===== config.mk =====
export PLATFORM = sky130hd
export DESIGN_NAME = rv_fetch
export DESIGN_NICKNAME = d
export VERILOG_FILES = /design/src/rtl/rv_fetch.sv
export SDC_FILE = /design/constraint.sdc
export NUM_CORES = 1
export LEC_CHECK = 0
export BUFFER_PORTS_ARGS = -buffer_cell sky130_fd_sc_hd__buf_2
export CORE_ASPECT_RATIO = 1.5
export CORE_UTILIZATION = 52
export DETAILED_ROUTE_END_ITERATION = 8
export HOLD_SLACK_MARGIN = 0.08
export PLACE_DENSITY = 0.81
export SLEW_MARGIN = 20
export SYNTH_ARGS = -nofsm -noshare
export SYNTH_HDL_FRONTEND = slang
export SYNTH_SLANG_ARGS = --single-unit

===== constraint.sdc =====
create_clock -name i_clk -period 4.9 [get_ports i_clk]
set_input_delay 0.49 -clock i_clk [delete_from_list [all_inputs] [get_ports i_clk]]
set_output_delay 0.49 -clock i_clk [all_outputs]
set_load 0.02 [all_outputs]

===== src/rtl/rv_fetch.sv =====
// rv_fetch: PC generation, single-outstanding instruction bus reads, decode buffer.
// Define RV_FETCH_PREFETCH_EN for a 2-entry buffer with back-to-back fetch.
module rv_fetch #(
    parameter logic [31:0] RESET_VECTOR = 32'h0000_0000,
    parameter int          ADDR_W       = 32
) (
    input  logic              i_clk,
    input  logic              i_reset,
    input  logic              i_stall,
    input  logic              i_flush,
    input  logic [ADDR_W-1:0] i_pc_target,
    output logic              o_bus_req,
    output logic [ADDR_W-1:0] o_bus_addr,
    input  logic              i_bus_ack,
    input  logic [31:0]       i_bus_rdata,
    output logic              o_fetch_ack,
    output logic [31:0]       o_instr,
    output logic [ADDR_W-1:0] o_pc,
    output logic [ADDR_W-1:0] o_pc_plus4
);

`ifdef RV_FETCH_PREFETCH_EN
    localparam logic [1:0] DEPTH = 2'd2;
`else
    localparam logic [1:0] DEPTH = 2'd1;
`endif

    localparam logic [ADDR_W-1:0] ALIGN = ~ADDR_W'(3);

    typedef enum logic [1:0] {
        IDLE  = 2'd0,
        REQ   = 2'd1,
        HOLD  = 2'd2,
        DRAIN = 2'd3
    } state_t;

    state_t            state;
    state_t            state_nx;
    logic [ADDR_W-1:0] r_pc;
    logic [ADDR_W-1:0] drain_addr;
    logic [1:0]        count;
    logic [1:0]        count_nx;
    logic              push;
    logic              pop;
    logic [31:0]       head_instr;
    logic [ADDR_W-1:0] head_pc;
`ifdef RV_FETCH_PREFETCH_EN
    logic [31:0]       tail_instr;
    logic [ADDR_W-1:0] tail_pc;
`endif

    always_comb begin
        push     = (state == REQ) && i_bus_ack && !i_flush;
        pop      = (count != 2'd0) && !i_stall && !i_flush;
        count_nx = count + {1'b0, push} - {1'b0, pop};
        state_nx = state;
        unique case (state)
            IDLE: state_nx = REQ;
            REQ: begin
                if (i_flush)
                    state_nx = i_bus_ack ? REQ : DRAIN;
                else if (i_bus_ack)
                    state_nx = (count_nx < DEPTH) ? REQ : HOLD;
            end
            HOLD: begin
                if (i_flush || pop)
                    state_nx = REQ;
            end
            // An ack here retires the orphaned read even if another flush lands
            DRAIN: begin
                if (i_bus_ack)
                    state_nx = REQ;
            end
            default: state_nx = IDLE;
        endcase
    end

    always_ff @(posedge i_clk or posedge i_reset) begin
        if (i_reset)
            state <= IDLE;
        else
            state <= state_nx;
    end

    always_ff @(posedge i_clk or posedge i_reset) begin
        if (i_reset) begin
            r_pc       <= RESET_VECTOR[ADDR_W-1:0];
            drain_addr <= '0;
            count      <= 2'd0;
        end else begin
            if (i_flush)
                r_pc <= i_pc_target & ALIGN;
            else if (push)
                r_pc <= r_pc + ADDR_W'(4);
            // The bus cannot abort, so the pending address is kept until ack
            if (state == REQ && i_flush && !i_bus_ack)
                drain_addr <= r_pc;
            count <= i_flush ? 2'd0 : count_nx;
        end
    end

    always_ff @(posedge i_clk or posedge i_reset) begin
        if (i_reset) begin
            head_instr <= '0;
            head_pc    <= '0;
`ifdef RV_FETCH_PREFETCH_EN
            tail_instr <= '0;
            tail_pc    <= '0;
`endif
        end else begin
`ifdef RV_FETCH_PREFETCH_EN
            if (pop && count == 2'd2) begin
                head_instr <= tail_instr;
                head_pc    <= tail_pc;
            end
            if (push) begin
                if (count == 2'd0 || (count == 2'd1 && pop)) begin
                    head_instr <= i_bus_rdata;
                    head_pc    <= r_pc;
                end else begin
                    tail_instr <= i_bus_rdata;
                    tail_pc    <= r_pc;
                end
            end
`else
            if (push) begin
                head_instr <= i_bus_rdata;
                head_pc    <= r_pc;
            end
`endif
        end
    end

    assign o_bus_req   = (state == REQ) || (state == DRAIN);
    assign o_bus_addr  = (state == DRAIN) ? drain_addr : r_pc;
    assign o_fetch_ack = (count != 2'd0);
    assign o_instr     = head_instr;
    assign o_pc        = head_pc;
    assign o_pc_plus4  = head_pc + ADDR_W'(4);

endmodule


---- Word-level counts from Yosys, hierarchy flattened ----
Cells that the tools add are included.
word-level totals
  register bits ........................... 132
  bits of input ports ..................... 69
  output and inout port bits .............. 130
  logic and storage cells ................. 43
cells by class
  $add $sub $neg .......................... 4
  order comparisons ....................... 1
  equality and inequality tests ........... 6
  multiplexer cells ....................... 11
  reductions and logical operators ........ 15
operators with widths
  kind                                                         number
  2-to-1 mux 32 bit                                            3
  adder 32 x 3 -> 32 bit (second input constant)               2
  2-to-1 mux 2 bit                                             7
  case mux 2 bit (4 select lines)                              1
  logical AND 1 bit                                            6
  == test 2 bit (second input constant)                        2
  != test 2 bit (second input constant)                        2
  nonzero test 2 bit                                           2
  logical NOT 1 bit                                            3
  != test 3 bit (second input constant)                        1
  AND reduction 3 bit                                          1
  adder 2 x 1 -> 2 bit                                         1
  == test 2 x 1 -> 1 bit (second input constant)               1
  logical NOT 2 bit                                            1
  logical OR 1 bit                                             2
  less-than comparator 2 x 1 -> 1 bit (second input constant)  1
  subtractor 2 x 1 -> 2 bit                                    1

---- Logic depth before layout (Yosys ltp) ----
Gate-level depths: netlist of the first run.
  depth in word-level cells ............... 10
  depth in mapped cells ................... 12
  depth with buffers taken out ............ 11

---- Worst setup path before layout of the first run ----
Ideal clock, no wire load.
  kind .................................... in2reg
  start ................................... input port i_flush
  end ..................................... register state[1]
  setup time .............................. 0.146 ns
  data arrival time ....................... 2.238 ns
  required time ........................... 4.754 ns
  path slack .............................. 2.516 ns
  stages on the path ...................... 12
  buffers on the path ..................... 2
  path through ............................ buf_2 > nor2_2 > buf_2 > inv_1 > ha_1 > inv_1 > ha_1 > xor2_1 > xnor2_1 > nand2b_1 > nand2_1 > o311ai_0
on the way
  word-level cells in the longest chain between the ends .. 9
  elaborated cells between the ends (all ways) .. 14
  those cells by class .................... add/sub: 2; order compare: 1; eq/ne: 2; mux: 4; reduce/logical: 5
ends and longest elaborated chain
  item                                 RTL line  text
  from (decl)                          10        input logic i_flush,
  logical NOT 1 bit                    53, 54
  logical AND 1 bit                    53        push = (state == REQ) && i_bus_ack && !i_flush;
  adder 2 x 1 -> 2 bit                 55        count_nx = count + {1'b0, push} - {1'b0, pop};
  subtractor 2 x 1 -> 2 bit            55
  less-than comparator 2 x 1 -> 1 bit  63        state_nx = (count_nx < DEPTH) ? REQ : HOLD;
  2-to-1 mux 2 bit                     63
  2-to-1 mux 2 bit                     62        else if (i_bus_ack)
  2-to-1 mux 2 bit                     60        if (i_flush)
  case mux 2 bit (4 select lines)      57        unique case (state)
  to (signal assigned)                 82        state <= state_nx;
  to (decl)                            37        state_t state;
Parallel ways exist; a longest one is shown, timed or not. The select of a mux whose other input is x is not followed.
A chain may end at the register's enable or synchronous reset.

---- Worst setup path after layout of the first run ----
  start ................................... register head_pc[2] (netlist: o_pc[2])
  end ..................................... output port o_pc_plus4[26]
on the way
  word-level cells in the longest chain between the ends .. 1
ends and longest elaborated chain
  item                    RTL line  text
  from (decl)             46        logic [ADDR_W-1:0] head_pc;
  from (signal assigned)  128       head_pc <= r_pc;
  adder 32 x 3 -> 32 bit  139       assign o_pc_plus4 = head_pc + ADDR_W'(4);
  to (decl)               19        output logic [ADDR_W-1:0] o_pc_plus4
No other way between the ends.

==> flow_summary.toml, run 1 <==
[run_status]
status = "finished clean"

[grt]
grt_pass1_vias = 5190
grt_overflow = 0
grt_pass1_wl_mm = 25.1
grtUsageTotal_pct = 26.1
met1_usage_pct = 28.0
met2_usage_pct = 47.3
grt_max_degree = 88
antenna_found_initial = 0
top_usage_layer = "met2"
grtUsageMet3_pct = 6.00

[yosys]
ys_seq_area_share_pct = 50.0
netlist_area_um2 = 6310
ys_ff_latch = 126
yosysUniqueCellTypes = 41
synth_area_leaders = "dfrtp_1, mux2_2, xnor2_1"
synthCells = 540
ys_warn_count = 0
synth_top_cell_area_share_pct = 50.0
avgSynthCellArea_um2 = 11.7
synth_top_cell_by_area = "dfrtp_1"

[routing]
wl_per_cell_um = 17.5
initialDrtViolationCount = 244
wl_mm = 15.6
ant_nets = 0
num_vias = 4899
first_pass_iters = 4
drc = 0
drt-vias-per-instance = 5.50

[timing]
drv_slew = 0
relSlewSlack_pct = 31.8
fin_crit_ps = 3080
final.setup.worst_slack_ps = 1820
max_freq_mhz = 324
skew_ps = 6.45
fin_crit_sh_pct = 62.9
worstMarginPinSlew_ps = 1020
rsz0062_at_grt = "false"
fin_hold_ws_ps = 229
setup_violations = 0
setup_tns_ps = 0
hold_violations = 0

[critical_path]
crit_type = "reg2out"
slowest_delay_ps = 500
path_cells = "ha_1 -> and4_1 -> nand2b_1 -> nor4_2 -> nand3_1 -> xnor2_1 -> buf_2"
cp.required_ps = 4410
worst_setup_path_end_kind = "output port"
reg2reg_slack_ps = 2650
cp_slowest_cell = "nor4_2"
r2r_start = "state[1]$_DFFE_PP0P_"
reg2reg_to = "state[1]$_DFFE_PP0P_"
crit_start = "o_pc[2]$_DFFE_PP0N_"
critPathLaunchType = "flop"
crit_fanout = 5
cp.arrival_ps = 2590
rr_worst_depth = 11

[clock_network]
post_cts_buffers = 0
cts_root_buf = "clkbuf_16"
cts_resized = 0
cts_hold_buffers = 0
clk_pin_slew_worst_paths_ps = 50
clock_latency_ps = 410
h-tree-depth = 4
cts.sinks = 126
cts_buffers = 17
cts_tree = "yes"
clockBufferDepth = 2

[pwr]
max-vdd-ir-drop_mv = 0.351
p_leak_nw = 3.75
p_per_area_nw_per_um2 = 647

[floorplanning]
die_y_um = 137
dieArea_um2 = 12600
core_um2 = 11700
die_w_um = 91.9
initial_core_util_pct = 54.1
pin_count = 199
rows = 48

[finish]
layout_commonest_cell = "buf_2"
fillers = 865
final_cell_mix = "buf_2, dfrtp_1, mux2_2, nand2_1, xnor2_1"
layout-drive-gt1-share_pct = 47.8
multi_input_area_um2 = 2990
area_growth_pct = 27.3
regArea_um2 = 3150
post_layout_nonfiller_instances = 891
utilization_pct = 68.9
layout.nets = 800

[worst_hold_path]
hold_class = "in2async"

[placed_design]
post-dp-hpwl_mm = 11.0
place_ws_ps = 2090
gp_congestion = 0.800
numPortBuffers = 190
place_inst = 858

[flow_run]
cap_violations = 0
area by class of cell:
class | count | share of cell area, %
diodes | 1 | 0.0312
well taps | 150 | 2.34
inverters | 9 | 0.483
repair buffers | 194 | 12.2
clock buffers | 19 | 5.51
flip-flops and latches | 126 | 39.3
multi-input cells | 379 | 37.2
clock inverters | 13 | 2.93
flip-flops by register name, indices dropped and copies added, names as in the netlist:
| register | cells |
|---|---|
| count | 2 |
| o_pc | 30 |
| state | 2 |
| drain_addr | 30 |
| r_pc | 30 |
| o_instr | 32 |
logic make-up after synthesis:
family | share of synthesized area (%)
other cells | 0.0595
buf+inv | 3.07
flops | 50.0
xor+xnor | 7.92
simple gates | 13.9
compound gates | 3.04
mux | 21.2
fa+ha+maj | 0.794
through the flow:
stage	cell area, µm²	power, mW
2_1_floorplan	6330	3.09
3_3_place_gp	7350	3.70
3_5_place_dp	7350	3.79
4_1_cts	8030	5.23
5_1_grt	8030	5.45
6_report	8030	5.20
report_power, final:
| part | leakage, nW | internal [mW] | switching [mW] |
|---|---|---|---|
| logic | 1.91 | 0.840 | 1.14 |
| registers | 1.52 | 1.43 | 0.356 |
| clock network | 0.324 | 0.971 | 0.457 |
cell usage after synthesis (all sizes together):
cell / count
inv: 9
nand4: 11
dfrtp: 126
nand2b: 3
nor4b: 2
or3: 2
nand3: 24
nor2b: 1
nand3b: 2
buf: 20
nand2: 57
and2: 4
mux2i: 1
o21ai: 34
mux2: 118
and3: 11
or2: 1
nor4: 6
clkbuf: 11
and4: 8
and4b: 1
nor2: 19
xor2: 24
nor3: 4
xnor2: 33
o311ai: 1
a31oi: 2
ha: 4
conb: 1
worst max-delay path by stage:
stage                                  to  slack (ps)  depth (start not counted)
2_1_floorplan          count[0]$_DFF_PP0_        1050                          1
3_3_place_gp   drain_addr[12]$_DFFE_PP0P_        2180                          5
3_5_place_dp    drain_addr[6]$_DFFE_PP0P_        2090                          5
4_1_cts                    o_pc_plus4[26]        1790                          7
5_1_grt                    o_pc_plus4[30]        1630                          7
6_report                   o_pc_plus4[26]        1820                          7
metal layers:
metal / wire [µm] / up-vias
li1: - / 2255
met1: 5800 / 2415
met2: 8520 / 185
met4: 596 / 0
met3: 709 / 44
met5: 0 / -
worst max-delay path: cells and delay by family (launching register included):
kind	cells	cell delay, ps
buffers and inverters	1	180
and+or+nand+nor	4	1170
xor gates and xnor gates	1	150
DFF	1	450
adders and majority gates	1	240
Note: power is estimated with default switching activity, not from simulation.
==> run 2, diff against run 1 <==
==> constraint.sdc (replaced) <==
create_clock -name i_clk -period 2.95 [get_ports i_clk]
set_input_delay 0.295 -clock i_clk [delete_from_list [all_inputs] [get_ports i_clk]]
set_output_delay 0.295 -clock i_clk [all_outputs]
set_load 0.02 [all_outputs]
==> run 2 against run 1 <==
Net effect:
- die area unchanged
- hold slack got worse by 140 ps
- via count increased by 1.1%
- register-to-register slack got worse by 2000 ps
- first-iteration DRC count increased by 7.0%
- combinational power increased by 67%
- cell count increased by 0.67%
- routed wire length increased by 0.47%
- power increased by 64%
- clock power increased by 56%
- setup slack got worse by 1700 ps
- critical path type unchanged
- largest power group unchanged
==> flow_summary.toml, run 2 (synthesis results as in run 1) <==
[critical_path]
reg2reg_slack_ps = 700
crit_type = "reg2out"
cp.arrival_ps = 2520
worst_setup_path_end_kind = "output port"
critPathLaunchType = "flop"
crit_fanout = 5
cp.required_ps = 2650

[clock_network]
clk_pin_slew_worst_paths_ps = 60
cts_tree = "yes"
cts_buffers = 17
clock_latency_ps = 410
cts.sinks = 126
cts_root_buf = "clkbuf_16"
clockBufferDepth = 2
h-tree-depth = 4

[floorplanning]
pin_count = 199
die_y_um = 137
rows = 48
initial_core_util_pct = 54.1
dieArea_um2 = 12600
die_w_um = 91.9
core_um2 = 11700

[routing]
drt-vias-per-instance = 5.52
initialDrtViolationCount = 261
num_vias = 4954
ant_nets = 0
drc = 0
wl_per_cell_um = 17.5
wl_mm = 15.7
first_pass_iters = 4

[worst_hold_path]
hold_class = "in2reg"

[pwr]
p_per_area_nw_per_um2 = 1050
max-vdd-ir-drop_mv = 0.569
p_switching_mw = 3.26
p_seq_share_pct = 34.8
p_int_mw = 5.24
p_leak_nw = 3.77
power.share.clock_pct = 26.2
pwr-share-comb_pct = 38.9
p_sw_share_pct = 38.3

[grt]
met2_usage_pct = 47.5
top_usage_layer = "met2"
grt_pass1_wl_mm = 24.9
antenna_found_initial = 1
met1_usage_pct = 28.0
grtUsageMet3_pct = 5.89
grt_overflow = 0
grtUsageTotal_pct = 26.1
grt_pass1_vias = 5170
grt_max_degree = 67

[timing]
setup_tns_ps = 0
fin_crit_sh_pct = 95.6
drv_slew = 0
final.setup.worst_slack_ps = 131
worstMarginPinSlew_ps = 819
max_freq_mhz = 355
setup_violations = 0
relSlewSlack_pct = 45.4
fin_hold_ws_ps = 93.9
fin_crit_ps = 2820
rsz0062_at_grt = "false"
hold_violations = 0
skew_ps = 4.40

[finish]
final_cell_mix = "buf_2, dfrtp_1, mux2_2, nand2_1, xnor2_1"
layout.nets = 806
layout-drive-gt1-share_pct = 48.1
multi_input_area_um2 = 3000
layout_commonest_cell = "buf_2"
fillers = 893
largest_reg_flops = 32
regArea_um2 = 3150
area_growth_pct = 27.9

[run_status]
status = "finished clean"

[flow_run]
cap_violations = 0

[placed_design]
gp_congestion = 0.826
numPortBuffers = 190
place_ws_ps = 547
post-dp-hpwl_mm = 11.3
-- run 2: power by group through the flow --
stage | combinational (mW) | clock [mW] | sequential, mW
6_report | 3.31 | 2.23 | 2.96
5_1_grt | 3.52 | 2.33 | 3.07
4_1_cts | 3.33 | 2.26 | 2.96
3_5_place_dp | 3.32 | 0 | 2.98
3_3_place_gp | 3.23 | 0 | 2.92
2_1_floorplan | 1.79 | 0 | 3.35
-- run 2: worst paths after layout --
path	from	end	cells after the start
worst max register to register	state[1]$_DFFE_PP0P_	state[1]$_DFFE_PP0P_	11
worst max-delay path	o_pc[2]$_DFFE_PP0N_	o_pc_plus4[20]	8
max in group asynchronous	i_reset	drain_addr[3]$_DFFE_PP0P_	4
worst min-delay path	i_pc_target[2]	r_pc[2]$_DFFE_PP0N_	3
worst min register to register	drain_addr[23]$_DFFE_PP0P_	drain_addr[23]$_DFFE_PP0P_	1
min in group asynchronous	i_reset	o_pc[13]$_DFFE_PP0N_	3
-- run 2: metrics by stage --
| step | utilization, % | instance area [µm²] | std cells | power [mW] |
|---|---|---|---|---|
| after global routing | 69.2 | 8060 | 897 | 8.91 |
| final | 69.2 | 8060 | 897 | 8.50 |
| after detailed placement | 63.4 | 7390 | 862 | 6.29 |
| after floorplan | - | 6330 | 545 | 5.14 |
| after global placement | 63.4 | 7390 | 862 | 6.15 |
| after CTS | 69.1 | 8050 | 896 | 8.55 |
-- run 2: per-layer routing --
metal  vias to the layer above  routed length [µm]
met2                       178                8660
li1                       2265                   -
met4                         0                 629
met5                         -                   0
met3                        48                 670
met1                      2463                5740
-- run 2: worst max-delay path, cell delays in order (launching register included) --
cell and delay (ps):
dfrtp_1 440, ha_1 240, and4_1 320, nand2b_1 160
buf_4 190, nor2_1 260, nand2_1 130, xnor2_1 170
buf_2 190
-- run 2: cell type report --
cell class | instances | area share [%]
inverter | 9 | 0.465
clock buffer | 19 | 5.62
timing repair buffer | 200 | 12.9
tap | 150 | 2.33
sequential | 126 | 39.1
antenna | 1 | 0.0310
clock inverter | 13 | 2.33
multi-input combinational | 379 | 37.2
-- run 2: timing repair --
| action | 4_1_cts | 5_1_grt |
|---|---|---|
| resized for setup | 0 | 1 |
| hold buffers | 2 | 0 |
| endpoints found under the hold margin | 24 | 0 |
| buffers inserted | 0 | 0 |
| endpoints found under the setup margin | 0 | 3 |
==> run 3, diff against run 2 <==
--- a/config.mk
+++ b/config.mk
@@ -5,9 +5,10 @@
 export SDC_FILE = /design/constraint.sdc
 export NUM_CORES = 1
 export LEC_CHECK = 0
+export ABC_AREA = 1
 export BUFFER_PORTS_ARGS = -buffer_cell sky130_fd_sc_hd__buf_2
 export CORE_ASPECT_RATIO = 1.5
-export CORE_UTILIZATION = 52
+export CORE_UTILIZATION = 53
 export DETAILED_ROUTE_END_ITERATION = 8
 export HOLD_SLACK_MARGIN = 0.08
 export PLACE_DENSITY = 0.81
==> run 3 against run 2 <==
Net effect:
- first-iteration DRC count rose by 97%
- non-clock buffer count rose by 27
- sequential cell count did not move
- via count is 40% higher
- power is 6.4% higher
- synthesized cell count increased by 71%
- setup slack gained 270 ps
- area after synthesis up 8.1%
- combinational power increased by 21%
- clock-buffer cell count unchanged
- largest cell class is now multi-input combinational cells
==> flow_summary.toml, run 3 <==
[run_status]
status = "finished clean"

[clock_network]
clock_latency_ps = 410
cts_buffers = 17
clockBufferDepth = 2
cts.sinks = 126
h-tree-depth = 4
cts_tree = "yes"
cts_root_buf = "clkbuf_16"
post_cts_buffers = 0
clk_pin_slew_worst_paths_ps = 60

[timing]
fin_crit_ps = 2550
max_freq_mhz = 392
setup_violations = 0
setup_tns_ps = 0
worstMarginPinSlew_ps = 880
skew_ps = 6.77
hold_violations = 0
fin_hold_ws_ps = 55.2
rsz0062_at_grt = "false"
relSlewSlack_pct = 41.2
drv_slew = 0
fin_crit_sh_pct = 86.5
final.setup.worst_slack_ps = 399

[pwr]
p_int_mw = 4.94
p_sw_share_pct = 45.4
p_switching_mw = 4.11
p_per_area_nw_per_um2 = 1030
pwr-share-comb_pct = 44.4
power.share.clock_pct = 21.8
p_leak_nw = 4.50
max-vdd-ir-drop_mv = 0.508
total_power_mw = 9.05
p_seq_share_pct = 33.8

[placed_design]
gp_congestion = 0.916
post-dp-hpwl_mm = 13.5
place_inst = 1241
post_dp_cell_area_um2 = 7910
place_ws_ps = 822
numPortBuffers = 190

[grt]
grt_pass1_vias = 6676
antenna_found_initial = 0
grt_pass1_wl_mm = 31.3
grt_overflow = 0
grt_max_degree = 75
grtUsageTotal_pct = 30.3

[yosys]
avgSynthCellArea_um2 = 7.40
ys_warn_count = 0
ys_ff_latch = 126
ys_top_cells_by_count = "nand2_1, dfrtp_1, nor2_1, inv_1, o21ai_0"
synth_area_leaders = "dfrtp_1, nand2_1, nor2_1"
synth.most_common_cell = "nand2_1"
synth_top_cell_area_share_pct = 46.2
ys_seq_area_share_pct = 46.2
synth-edff-count = 0
synthCells = 922
async_flop_share_pct = 100
yosysUniqueCellTypes = 36
ys.flop_type = "dfrtp_1"
synth_top_cell_by_area = "dfrtp_1"
netlist_area_um2 = 6820

[routing]
drt-vias-per-instance = 5.32
num_vias = 6920
ant_nets = 0
wl_mm = 19.0
initialDrtViolationCount = 514
first_pass_iters = 7
wl_per_cell_um = 14.6
drc = 0

[floorplanning]
initial_core_util_pct = 54.5
rows = 50
dieArea_um2 = 13300
die_y_um = 141
pin_count = 199
die_w_um = 94.6
core_um2 = 12500

[finish]
post_layout_nonfiller_instances = 1301
layout_commonest_cell = "nand2_1"
layout-drive-gt1-share_pct = 22.3
largest_reg_flops = 32
area_growth_pct = 28.4
fillers = 1042
final_cell_area_um2 = 8750
final_cell_mix = "nand2_1, buf_2, dfrtp_1, nor2_1, inv_1"
layout.nets = 1205
utilization_pct = 70.0
n_antenna_cell = 0

[critical_path]
crit_type = "reg2out"
worst_setup_path_end_kind = "output port"
cp_slowest_cell = "dfrtp_1"
cp.required_ps = 2650
path_depth = 9
critPathLaunchType = "flop"
slowest_delay_ps = 390
crit_fanout = 5
critPathBufInv = 2
rr_worst_depth = 13
path_cells = "ha_1 -> inv_1 -> nor3_2 -> nand3_1 -> nor2_2 -> nand3_1 -> nand2_1 -> nand2_1 -> buf_2"
crit_family = "simple AND/OR/NAND/NOR gates"
cp.arrival_ps = 2260

[flow_run]
cap_violations = 0

[worst_hold_path]
hold_class = "in2async"
run 3: changes by cell type in the layout (fill, tap and decap cells not counted), moves of 27 or more:
cell and delta:
a21oi_1 +40, xnor2_1 -27, inv_1 +68, nand2_1 +238
nand3_1 +29, nor2_1 +87, o21ai_0 +37, mux2_2 -114
run 3: power by group through the flow:
stage               logic, mW  registers (mW)  clock network [mW]
floorplan                2.21            3.43                   0
global placement         3.89            3.04                   0
detailed placement       3.98            3.04                   0
CTS                      4.02            3.03                2.00
global route             4.41            3.15                2.08
finish                   4.02            3.06                1.98
run 3: repair_timing:
| action | 4_1_cts | 5_1_grt |
|---|---|---|
| hold buffers | 28 | 0 |
| hold endpoints to repair | 28 | 0 |
| resized for setup | 0 | 0 |
run 3: layout make-up:
class	count	area, µm²	area share (%)
timing repair buffer	227	1340	15.3
multi-input combinational	679	3190	36.5
clock inverter	13	115	1.32
tap	156	195	2.23
clock buffer	19	453	5.17
sequential	126	3150	36.0
inverter	81	308	3.52
run 3: final timing paths:
check                                               end                    from  slack (ps)
worst max-delay path                     o_pc_plus4[26]     o_pc[3]$_DFFE_PP0N_         400
min in group i_clk              o_instr[26]$_DFFE_PP0N_         i_bus_rdata[26]          90
max in group asynchronous          r_pc[25]$_DFFE_PP0N_                 i_reset        2180
worst min register to register   o_instr[7]$_DFFE_PP0N_  o_instr[7]$_DFFE_PP0N_         470
worst max register to register     state[0]$_DFFE_PP0P_    state[0]$_DFFE_PP0P_         920
worst min-delay path                o_pc[3]$_DFFE_PP0N_                 i_reset          60
run 3: routing by layer:
metal / routed length (µm) / GRT usage (%)
met5: 0 / 0
met4: 627 / 13.1
met3: 1150 / 7.23
met2: 9840 / 51.8
met1: 7360 / 35.8
run 3: kinds of logic after synthesis:
logic type / Yosys count / synth area share [%]
and+or+nand+nor: 513 / 32.0
other: 1 / 0.0550
buffers and inverters: 122 / 7.36
xor gates and xnor gates: 27 / 3.47
adders and majority gates: 4 / 0.734
AOI/OAI and AO/OA: 129 / 10.2
DFF: 126 / 46.2
